===== config.mk =====
export PLATFORM = sky130hd
export DESIGN_NAME = jt12_kon_sched_flat
export DESIGN_NICKNAME = d
export VERILOG_FILES = /design/src/rtl/jt12_kon_sched_if.sv /design/src/rtl/jt12_kon_sched.sv /design/src/flat_wrapper.sv
export SDC_FILE = /design/constraint.sdc
export NUM_CORES = 1
export LEC_CHECK = 0
export ABC_AREA = 0
export CORE_UTILIZATION = 35
export CTS_BUF_LIST = sky130_fd_sc_hd__clkbuf_16
export DETAILED_ROUTE_END_ITERATION = 12
export PLACE_DENSITY_LB_ADDON = 0.25
export SLEW_MARGIN = 0
export SYNTH_ARGS = -nofsm -noshare
export SYNTH_HDL_FRONTEND = slang
export SYNTH_SLANG_ARGS = --single-unit

===== constraint.sdc =====
create_clock -name clk -period 2.51 [get_ports clk]
set_input_delay 0.6275 -clock clk [delete_from_list [all_inputs] [get_ports clk]]
set_output_delay 0.6275 -clock clk [all_outputs]
set_load 0.02 [all_outputs]

===== src/rtl/jt12_kon_sched_if.sv =====
// CPU-side write channel for the key-on scheduler: one reg 0x28 byte per valid/ready handshake.
interface jt12_kon_sched_if;
  logic       wr_valid;
  logic [7:0] wr_data;
  logic       wr_ready;

  modport master (output wr_valid, output wr_data, input  wr_ready);
  modport slave  (input  wr_valid, input  wr_data, output wr_ready);
endinterface


===== src/rtl/jt12_kon_sched.sv =====
// Key-on scheduler: queues reg 0x28 writes and applies at most one per frame at the zero pulse,
// then serialises the per-slot key state onto o_keyon_I in EG slot order.
module jt12_kon_sched #(
  parameter int num_ch     = 6,
  parameter int FIFO_DEPTH = 4
) (
  input  logic                          clk,
  input  logic                          rst,
  input  logic                          i_clk_en,
  input  logic                          i_zero,
  jt12_kon_sched_if.slave               wr_if,
  output logic                          o_keyon_I,
  output logic [4*num_ch-1:0]           o_kon_state,
  output logic [$clog2(FIFO_DEPTH):0]   o_fifo_cnt,
  output logic                          o_err_inval
);

  localparam int SLOTS = 4 * num_ch;
  localparam int SP_W  = (SLOTS > 1) ? $clog2(SLOTS) : 1;
  localparam int PTR_W = $clog2(FIFO_DEPTH);
  localparam int CNT_W = PTR_W + 1;

  typedef enum logic [0:0] {
    ST_IDLE = 1'b0,
    ST_PEND = 1'b1
  } state_t;

  // Channel codes 0-2 map to ch 0-2, codes 4-6 to ch 3-5.
  function automatic logic [2:0] decode_ch(input logic [2:0] code);
    return {1'b0, code[1:0]} + (code[2] ? 3'd3 : 3'd0);
  endfunction

  function automatic logic code_valid(input logic [2:0] code);
    logic [2:0] ch;
    ch = decode_ch(code);
    return (code[1:0] != 2'b11) && (int'(ch) < num_ch);
  endfunction

  state_t             r_state;
  logic [7:0]         r_mem [FIFO_DEPTH];
  logic [PTR_W-1:0]   r_wr_ptr;
  logic [PTR_W-1:0]   r_rd_ptr;
  logic [CNT_W-1:0]   r_cnt;
  logic               r_ready;
  logic               r_err;
  logic [SLOTS-1:0]   r_kon;
  logic [SP_W-1:0]    r_sp;
  logic               r_keyon;

  logic               w_push;
  logic               w_pop;
  logic [7:0]         w_head;
  logic [2:0]         w_head_ch;
  logic               w_head_ok;
  logic [3:0]         w_op_mask;
  logic [CNT_W-1:0]   w_cnt_nxt;
  logic [SLOTS-1:0]   w_kon_new;
  logic               w_unused;

  assign w_push    = wr_if.wr_valid & r_ready;
  assign w_pop     = i_clk_en & i_zero & (r_state == ST_PEND);
  assign w_head    = r_mem[r_rd_ptr];
  assign w_head_ch = decode_ch(w_head[2:0]);
  assign w_head_ok = code_valid(w_head[2:0]);
  assign w_unused  = w_head[3];
  // Mask bits are S1,S2,S3,S4 but slot order is S1,S3,S2,S4.
  assign w_op_mask = {w_head[7], w_head[5], w_head[6], w_head[4]};

  // Occupancy after this cycle's push/pop.
  always_comb begin
    w_cnt_nxt = r_cnt;
    case ({w_push, w_pop})
      2'b10:   w_cnt_nxt = r_cnt + CNT_W'(1);
      2'b01:   w_cnt_nxt = r_cnt - CNT_W'(1);
      default: w_cnt_nxt = r_cnt;
    endcase
  end

  // Key state after applying the popped command to its channel's four slots.
  always_comb begin
    w_kon_new = r_kon;
    if (w_pop && w_head_ok) begin
      for (int op = 0; op < 4; op++) begin
        for (int c = 0; c < num_ch; c++) begin
          if (w_head_ch == 3'(c)) begin
            w_kon_new[op*num_ch + c] = w_op_mask[op];
          end else begin
            w_kon_new[op*num_ch + c] = r_kon[op*num_ch + c];
          end
        end
      end
    end else begin
      w_kon_new = r_kon;
    end
  end

  // Command storage; contents are don't-care until pointed at by a valid count.
  always_ff @(posedge clk) begin
    if (w_push) begin
      r_mem[r_wr_ptr] <= wr_if.wr_data;
    end
  end

  // FIFO control, pending/idle FSM, back-pressure and sticky error.
  always_ff @(posedge clk) begin
    if (rst) begin
      r_state  <= ST_IDLE;
      r_wr_ptr <= {PTR_W{1'b0}};
      r_rd_ptr <= {PTR_W{1'b0}};
      r_cnt    <= {CNT_W{1'b0}};
      r_ready  <= 1'b1;
      r_err    <= 1'b0;
    end else begin
      if (w_push) begin
        r_wr_ptr <= r_wr_ptr + PTR_W'(1);
      end
      if (w_pop) begin
        r_rd_ptr <= r_rd_ptr + PTR_W'(1);
        if (!w_head_ok) begin
          r_err <= 1'b1;
        end
      end
      r_cnt   <= w_cnt_nxt;
      r_ready <= (w_cnt_nxt != CNT_W'(FIFO_DEPTH));
      case (r_state)
        ST_IDLE: r_state <= w_push ? ST_PEND : ST_IDLE;
        ST_PEND: r_state <= (w_cnt_nxt == {CNT_W{1'b0}}) ? ST_IDLE : ST_PEND;
        default: r_state <= ST_IDLE;
      endcase
    end
  end

  // Slot engine: latch new key state at frame start, then walk slots once per clk_en.
  always_ff @(posedge clk) begin
    if (rst) begin
      r_kon   <= {SLOTS{1'b0}};
      r_sp    <= {SP_W{1'b0}};
      r_keyon <= 1'b0;
    end else if (i_clk_en) begin
      if (i_zero) begin
        r_kon   <= w_kon_new;
        r_keyon <= w_kon_new[0];
        r_sp    <= SP_W'(1);
      end else begin
        r_keyon <= r_kon[r_sp];
        r_sp    <= (r_sp == SP_W'(SLOTS-1)) ? {SP_W{1'b0}} : r_sp + SP_W'(1);
      end
    end
  end

  assign wr_if.wr_ready = r_ready;
  assign o_keyon_I      = r_keyon;
  assign o_kon_state    = r_kon;
  assign o_fifo_cnt     = r_cnt;
  assign o_err_inval    = r_err;

endmodule

===== src/flat_wrapper.sv =====
// flat-port wrapper written by rule: the top's interface ports become plain ports
module jt12_kon_sched_flat 
#(
  parameter int num_ch     = 6,
  parameter int FIFO_DEPTH = 4
)
  (clk, rst, i_clk_en, i_zero, o_keyon_I, o_kon_state, o_fifo_cnt, o_err_inval, wr_if_wr_valid, wr_if_wr_data, wr_if_wr_ready);
  jt12_kon_sched_if wr_if_i ();
  input  logic clk;
  input  logic rst;
  input  logic i_clk_en;
  input  logic i_zero;
  output logic o_keyon_I;
  output logic [4*num_ch-1:0] o_kon_state;
  output logic [$clog2(FIFO_DEPTH):0] o_fifo_cnt;
  output logic o_err_inval;
  input wire logic [$bits(wr_if_i.wr_valid)-1:0] wr_if_wr_valid;
  input wire logic [$bits(wr_if_i.wr_data)-1:0] wr_if_wr_data;
  output wire logic [$bits(wr_if_i.wr_ready)-1:0] wr_if_wr_ready;
  assign wr_if_i.wr_valid = wr_if_wr_valid;
  assign wr_if_i.wr_data = wr_if_wr_data;
  assign wr_if_wr_ready = wr_if_i.wr_ready;
  jt12_kon_sched #(.num_ch(num_ch), .FIFO_DEPTH(FIFO_DEPTH)) u_core (.clk(clk), .rst(rst), .i_clk_en(i_clk_en), .i_zero(i_zero), .wr_if(wr_if_i), .o_keyon_I(o_keyon_I), .o_kon_state(o_kon_state), .o_fifo_cnt(o_fifo_cnt), .o_err_inval(o_err_inval));
endmodule

After elaboration in Yosys (flattened, before gate mapping)
Memory sizes are Yosys's and may differ from the RTL's. A register that Yosys moved wholly into a read port is not among the register bits.
Cells that the tools add are included.
- bitwise operators: 5
- order comparisons: 2
- multiplexer cells: 15
- reduce and logical (&&, ||, !) cells: 12
- $add $sub $neg: 6
- eq/ne operators: 10
- operator list (operator ; number):
    $reduce_and A4 Y1 ; 6
    $mux W5 ; 2
    $mux W1 ; 7
    $eq A3 B2 Y1 const B ; 2
    $eq A3 B3 Y1 const B ; 2
    $logic_not A3 Y1 ; 2
    $lt A5 B6 Y1 const B ; 1
    $mux W2 ; 3
    $pmux W3 S2 ; 1
    $add A5 B1 Y5 const B ; 1
    $bmux W1 S5 ; 1
    $eq A5 B5 Y1 const B ; 1
    $add A2 B1 Y2 const B ; 2
    $reduce_and A2 Y1 ; 2
    $add A2 B3 Y3 ; 1
    $add A3 B1 Y3 const B ; 1
    $and A1 B1 Y1 ; 3
    $eq A3 B1 Y1 const B ; 1
    $lt A3 B3 Y1 const B ; 1
    $ne A3 B3 Y1 const B ; 1
    $sub A3 B1 Y3 const B ; 1
    $eq A2 B1 Y1 const B ; 1
    $eq A2 B2 Y1 const B ; 1
    $logic_and A1 B1 Y1 ; 2
    other kinds (3) ; 4
- bits of input ports: 13
- memories: 1
- logic and storage cells: 66
- bits in registers: 40
- output and inout bits: 30
- bits in writable memories: 32
- memory list (name ; words ; bits a word ; rd ports ; clocked after Yosys merged registers in ; write ports ; line ; RTL):
    u_core.r_mem ; 4 ; 8 ; 1 ; 1 ; 1 ; jt12_kon_sched.sv:40 ; logic [7:0] r_mem [FIFO_DEPTH];

Logic depth before layout (Yosys ltp)
Gate-level depths: netlist of the first run.
- depth in word-level cells: 7
- gate-level depth with buffers: 10

Least setup slack after synthesis of the first run
No wires, ideal clock.
- kind: reg2reg
- from: register (tool-made name)
- to: register u_core.r_keyon, in the netlist u_core.o_keyon_I
- setup time: 0.125 ns
- cell stages (with the launch flop): 8
- clock period less this slack: 2.723 ns
- path buffers: 1
- arrival: 2.598 ns
- slack: -0.213 ns
- cells stage by stage: dfxtp_1 buf_6 mux4_1 ha_1 fa_1 nor4_4 mux2i_1 a31oi_1
- RTL lines (item ; line ; RTL):
    end signal, assigned ; jt12_kon_sched.sv:142 ; r_keyon <= w_kon_new[0];
    end signal, assigned ; jt12_kon_sched.sv:145 ; r_keyon <= r_kon[r_sp];
    end, declared ; jt12_kon_sched.sv:48 ; logic r_keyon;

==> results of run 1 <==
[tightest hold or removal path, cell delays in order, from the launching register on]
cell	delay (ns)
dfxtp_1	0.34
a31oi_1	0.05
nor2_1	0.07
[layout by cell type (no fill, tap or decap), types with 5 or more instances in the layout]
cell / instances
mux4_2: 6
nand2_1: 8
dfxtp_1: 41
a21oi_1: 8
clkdlybuf4s50_1: 41
mux2i_1: 31
nand2b_1: 5
and3_1: 7
edfxtp_1: 28
clkbuf_16: 9
buf_4: 19
nor2_1: 41
ha_1: 6
[kinds of logic (layout without fill, tap and decap cells)]
kind of cell	count (synthesis)	after routing	share of synthesized area, %
simple gates	77	77	14.20
flops	70	70	55.01
mux	41	41	18.13
compound gates	21	21	4.462
buf+inv	16	84	2.579
fa+ha+maj	9	9	4.175
xor+xnor	5	5	1.433
[layer usage]
layer / track usage [%] / vias to the layer above / routed length (um)
li1: - / 1005 / -
met1: 19.88 / 1013 / 2877
met2: 25.24 / 43 / 3117
met3: 3.030 / 12 / 215
met4: 8.582 / 0 / 143
met5: 0 / - / 0
[registers in the layout, summed over array words and instances (netlist names), named ones only]
| name | flops |
|---|---|
| u_core.r_rd_ptr | 2 |
| u_core.o_kon_state | 24 |
| u_core.o_keyon_I | 1 |
| u_core.r_sp | 5 |
| u_core.o_fifo_cnt | 3 |
| u_core.r_state | 1 |
| u_core.o_err_inval | 1 |
| u_core.r_mem | 28 |
| u_core.r_wr_ptr | 2 |
| u_core.wr_if.wr_ready | 1 |
[power by group through the flow]
| stage | clock [mW] | combinational [mW] | sequential, mW |
|---|---|---|---|
| after floorplan | 0 | 0.192 | 1.28 |
| after global placement | 0 | 0.296 | 1.28 |
| after detailed placement | 0 | 0.304 | 1.28 |
| after CTS | 1.16 | 0.316 | 1.26 |
| after global routing | 1.21 | 0.341 | 1.26 |
| final | 1.12 | 0.314 | 1.26 |
[worst paths after layout]
check,cells after the start,end,start,slack (ns)
hold / removal,2,u_core.o_err_inval,u_core.o_err_inval,0.49
setup reg to reg,8,u_core.o_kon_state[18],flip-flop,-0.04
hold reg to reg,2,u_core.o_err_inval,u_core.o_err_inval,0.49
setup / recovery,8,u_core.o_kon_state[18],flip-flop,-0.04
[final cells by class]
class,instances,area share [%]
flip-flops and latches,70,41.85
multi-input cells,153,32.65
repair buffers,65,15.35
clock buffers,9,5.592
well taps,105,3.262
clock inverters,7,1.025
inverters,3,0.2796
[through the flow]
stage / std cells / setup TNS, ns / util [%] / setup WS [ns] / total power, mW
2_1_floorplan: 239 / -0.4147 / - / -0.07632 / 1.472
3_3_place_gp: 394 / -3.762 / 44.64 / -0.2115 / 1.576
3_5_place_dp: 394 / -4.446 / 44.64 / -0.2624 / 1.587
4_1_cts: 411 / -0.6363 / 48.05 / -0.06512 / 2.730
5_1_grt: 412 / -2.202 / 48.29 / -0.1384 / 2.811
6_report: 412 / -0.3184 / 48.29 / -0.03937 / 2.694
[what timing repair did]
action                                  4_1_cts  5_1_grt
endpoints found under the setup margin       21       25
buffers inserted                              1        1
pin swaps                                     2        7
gates resized for setup                       3        3
==> run metrics, run 1 <==
netlist area before placement=~3100 um2; HPWL after detailed placement=4600 um; normalized max-slew margin=63.82%; outcome=finished, violations left; top cell types by occurrence after synthesis=dfxtp_1, nor2_1, mux2i_1, edfxtp_1; number of CTS-inserted buffers=9; share of the yosys chip area belonging to registers=between 50% and 60%; capturing element type of the critical path=flip-flop; synthesis-to-layout area growth=31.76%; most instantiated flip-flop cell in the synthesis netlist=dfxtp_1; Avg Cell Area, Syn=12.79 um2; minimum hold slack=slightly below 0.5 ns; total area of sequential cells=1685 um2; top cell type by total area after synthesis=dfxtp_1; Clock Latency Late Sink=between 0.3 and 0.4 ns; number of sinks handled by clock tree synthesis=70; CTS H-tree lvls=3; via count=around 2100; wire length of the first global-routing pass=10430 um; number of I/O pins=43; required time at the worst-slack endpoint=~2.7 ns; number of library cell types mapped by synthesis=39; clock buffer depth=2; Placed Area=between 3000 and 4000 um2; clock network fraction of design power=41.7%; die height=~95 um; worst clock skew on the final layout=0.008200 ns; Initial Utilization=36.65%; largest cells by area after synthesis=dfxtp_1, edfxtp_1, mux2i_1; final cell area excluding filler cells=4028 um2; post-synth top area share=between 20% and 30%; async set or reset register ratio after synthesis=0%; pin count of the biggest net entering global routing=36; share of final-layout standard cells stronger than drive strength 1=17.26%; Max Clock Freq=slightly below 400 MHz; standard-cell rows=33; Setup Viol. Count Final=12; number of antenna repair diodes=0; total of fill cells in the finished design=~770; Max IR drop VDD=around 330 uV; hold-fix buffers at CTS=0; number of optimization iterations in the first detailed-route pass=4; setup repair after global routing missed its margin=true; syn_nets=261; min Tclk post-route=2.549 ns; share of the clock period used by the worst path=101.6%; Slew Limit Fails=0; cell family with most CP delay=multiplexers; switching fraction of total power=24.24%; Placer Congestion=just over 0.8; Max Cap Viol=0; violated checks=setup timing; Synth Register Bits=70; Total Routed Length=around 6400 um; number of enable flip-flop cells after synthesis=28; path type of the worst setup path=reg2reg; horizontal die dimension=around 95 um; Pwr per Cell Area=approximately 670 nW/um2; placeable core region=8341 um2; cell leakage power=1.412 nW; initial drt markers=51; final net count=324; total global routing track utilization=15.71%; remaining number of nets flagged by the antenna check after routing=0; slowest stage cell, crit path=mux4_2; Synth Warn #=0; total of buffers placed on input and output ports=41; cell count after synthesis=between 200 and 250; cell-internal power=2.041 mW; via-per-instance ratio=5.032; remaining global-route overflow=0; number of remaining DRC errors=0; worst min path class=reg2reg; final-report hold violation count=0; buffers and inverters on the worst path=2; peak fanout along the critical path=6; initial antenna violation count=0; multi-input logic area=1315 um2; switching power=0.6530 mW; number of global-route vias before repair=2028; master cell of the clock root buffer=clkbuf_16; Reg power frac=46.7%; measured slew at the worst slew-check pin=0.5419 ns; die outline area=9111 um2; clock-pin slew on the worst setup and hold paths=0.06 ns; CTS tree=built; maximum cell stage delay along the critical path=0.57 ns; Crit path arrival time=2.77 ns; DR WL/cell=15.42 um; startpoint types=flip-flop; chain of cells forming the critical path=mux4_2 -> ha_4 -> fa_2 -> buf_6 -> nor4_4 -> buf_4 -> mux2i_1 -> nor2_1; minimum setup slack in the final design=-0.03937 ns; logic gate share of total power=11.7%
No activity file was read; power rests on OpenSTA's default activity.
==> run 2: changes to the inputs <==
--- a/config.mk
+++ b/config.mk
@@ -9,6 +9,7 @@
 export CORE_UTILIZATION = 35
 export CTS_BUF_LIST = sky130_fd_sc_hd__clkbuf_16
 export DETAILED_ROUTE_END_ITERATION = 12
+export DONT_BUFFER_PORTS = 1
 export PLACE_DENSITY_LB_ADDON = 0.25
 export SLEW_MARGIN = 0
 export SYNTH_ARGS = -nofsm -noshare
==> run metrics, run 2 (synthesized netlist as in run 1, its figures left out) <==
outcome=finished, violations left; violated checks=setup timing; worst min path class=in2reg; wire length of the first global-routing pass=10050 um (-3.6%); Placer Congestion=0.7611 (-7.2%); clock buffer depth=2 (unchanged); horizontal die dimension=95.45 um (unchanged); via count=1850 (-11%); CTS tree=built; hold-fix buffers at CTS=0 (unchanged); placed insts=347 (-12%); total of fill cells in the finished design=785 (+2.3%); Total Routed Length=6371 um (+0.28%); final-report hold violation count=0 (unchanged); initial antenna violation count=0 (unchanged); clock-pin slew on the worst setup and hold paths=0.06 ns (about the same); total stage count of the critical path=8 (unchanged); number of I/O pins=43 (unchanged); cell family with most CP delay=multiplexers; synthesis-to-layout area growth=16.95%; normalized max-slew margin=69.04% (+5.2 points); minimum hold slack=0.3602 ns (-0.1261 ns); Setup Viol. Count Final=8 (-4); number of sinks handled by clock tree synthesis=70 (unchanged); number of global-route vias before repair=1855 (-8.5%); startpoint types=flip-flop; master cell of the clock root buffer=clkbuf_16; remaining number of nets flagged by the antenna check after routing=0 (unchanged); setup TNS=-0.1547 ns (+0.1636 ns); min Tclk post-route=2.539 ns (-0.01010 ns); max FFs per register=28 (unchanged); setup repair after global routing missed its margin=true; number of CTS-inserted buffers=9 (unchanged); cell count of the worst reg-to-reg path=8 (unchanged); DR WL/cell=17.55 um (+14%); number of optimization iterations in the first detailed-route pass=4 (unchanged); Max Cap Viol=0 (unchanged); maximum cell stage delay along the critical path=0.56 ns (about the same); path type of the worst setup path=reg2reg; worst hold path depth=1 (-1); share of final-layout standard cells stronger than drive strength 1=18.60% (+1.3 points); pin count of the biggest net entering global routing=41 (+14%); setup repair bufs after CTS=0 (-1); peak fanout along the critical path=5 (-1); initial drt markers=61 (+20%); most frequent cells in the layout=nor2_1, dfxtp_1, mux2i_1, edfxtp_1, buf_4; share of the clock period used by the worst path=101.2% (-0.40 points); standard-cell rows=33 (unchanged); HPWL after detailed placement=4407 um (-4.2%); cell leakage power=1.242 nW (-12%); placeable core region=8341 um2 (unchanged); number of antenna repair diodes=0 (unchanged); final cell area excluding filler cells=3575 um2 (-11%); capturing element type of the critical path=flip-flop; worst clock skew on the final layout=0.005451 ns (-0.002748 ns); Clock Latency Late Sink=0.33 ns (about the same); remaining global-route overflow=0 (unchanged); Most flops, register=u_core.r_mem; required time at the worst-slack endpoint=2.74 ns (about the same); Slew Limit Fails=0 (unchanged); minimum setup slack in the final design=-0.02927 ns (+0.01010 ns); buffers and inverters on the worst path=2 (unchanged); measured slew at the worst slew-check pin=0.4638 ns (-0.07807 ns); final net count=275 (-15%); total of buffers placed on input and output ports=0 (-100%); slowest stage cell, crit path=mux4_2; CTS H-tree lvls=3 (unchanged); Initial Utilization=36.65% (unchanged); die outline area=9111 um2 (unchanged); Pwr per Cell Area=778.2 nW/um2 (+16%); chain of cells forming the critical path=mux4_2 -> ha_4 -> fa_2 -> buf_6 -> nor4b_4 -> buf_4 -> mux2i_1 -> nor2_1; worst setup slack before clock tree synthesis=-0.08756 ns (+0.1749 ns); via-per-instance ratio=5.096 (+1.3%); Cell Count, Final, Fillers Out=363 (-12%); Placed Area=3256 um2 (-13%); Crit path arrival time=2.77 ns (about the same); number of remaining DRC errors=0 (unchanged); Max IR drop VDD=514.3 uV (+55%); Max Clock Freq=393.8 MHz (+0.40%); die height=95.45 um (unchanged); total global routing track utilization=15.40% (-0.31 points)
-- run 2: changes by cell type in the layout (fill, tap and decap cells not counted), sizes merged --
cell           change
clkdlybuf4s50     -41
buf                -8
clkinv             -3
inv                +2
bufinv             +1
-- run 2: power by group --
| part | internal, mW | switching, mW | total [mW] |
|---|---|---|---|
| clock | 0.778 | 0.498 | 1.28 |
| sequential | 1.23 | 0.0406 | 1.27 |
| combinational | 0.116 | 0.122 | 0.238 |
| total | 2.12 | 0.660 | 2.78 |
-- run 2: repair_timing --
| action | CTS | global route |
|---|---|---|
| gates resized for setup | 2 | 2 |
| endpoints found under the setup margin | 14 | 25 |
| pin swaps | 2 | 1 |
-- run 2: worst paths after layout --
kind / start / to / slack (ns)
setup / recovery: flip-flop / u_core.o_kon_state[16] / -0.03
hold / removal: rst / u_core.o_kon_state[8] / 0.36
setup reg to reg: flip-flop / u_core.o_kon_state[16] / -0.03
hold reg to reg: u_core.r_state / u_core.r_state / 0.48
-- run 2: area by class of cell --
class / instances / area (um2) / area share [%]
Tap cell: 105 / 131.4 / 3.675
Clock buffer: 9 / 225.2 / 6.300
Multi-Input combinational cell: 153 / 1314 / 36.75
Sequential cell: 70 / 1685 / 47.15
Clock inverter: 7 / 80.08 / 2.240
Timing Repair Buffer: 16 / 127.6 / 3.570
Inverter: 3 / 11.26 / 0.3150
-- run 2: metrics by stage --
step	util [%]	total power [mW]
2_1_floorplan	-	1.472
4_1_cts	42.77	2.814
3_5_place_dp	39.03	1.527
6_report	42.86	2.782
3_3_place_gp	39.03	1.523
5_1_grt	42.86	2.883
-- run 2: metal layers --
metal	part of all wire, %	routed length (um)	GRT usage, %
met4	1.1	70	4.851
met1	45	2836	18.11
met3	6.9	441	6.778
met2	47	3023	25.24
met5	0	0	0
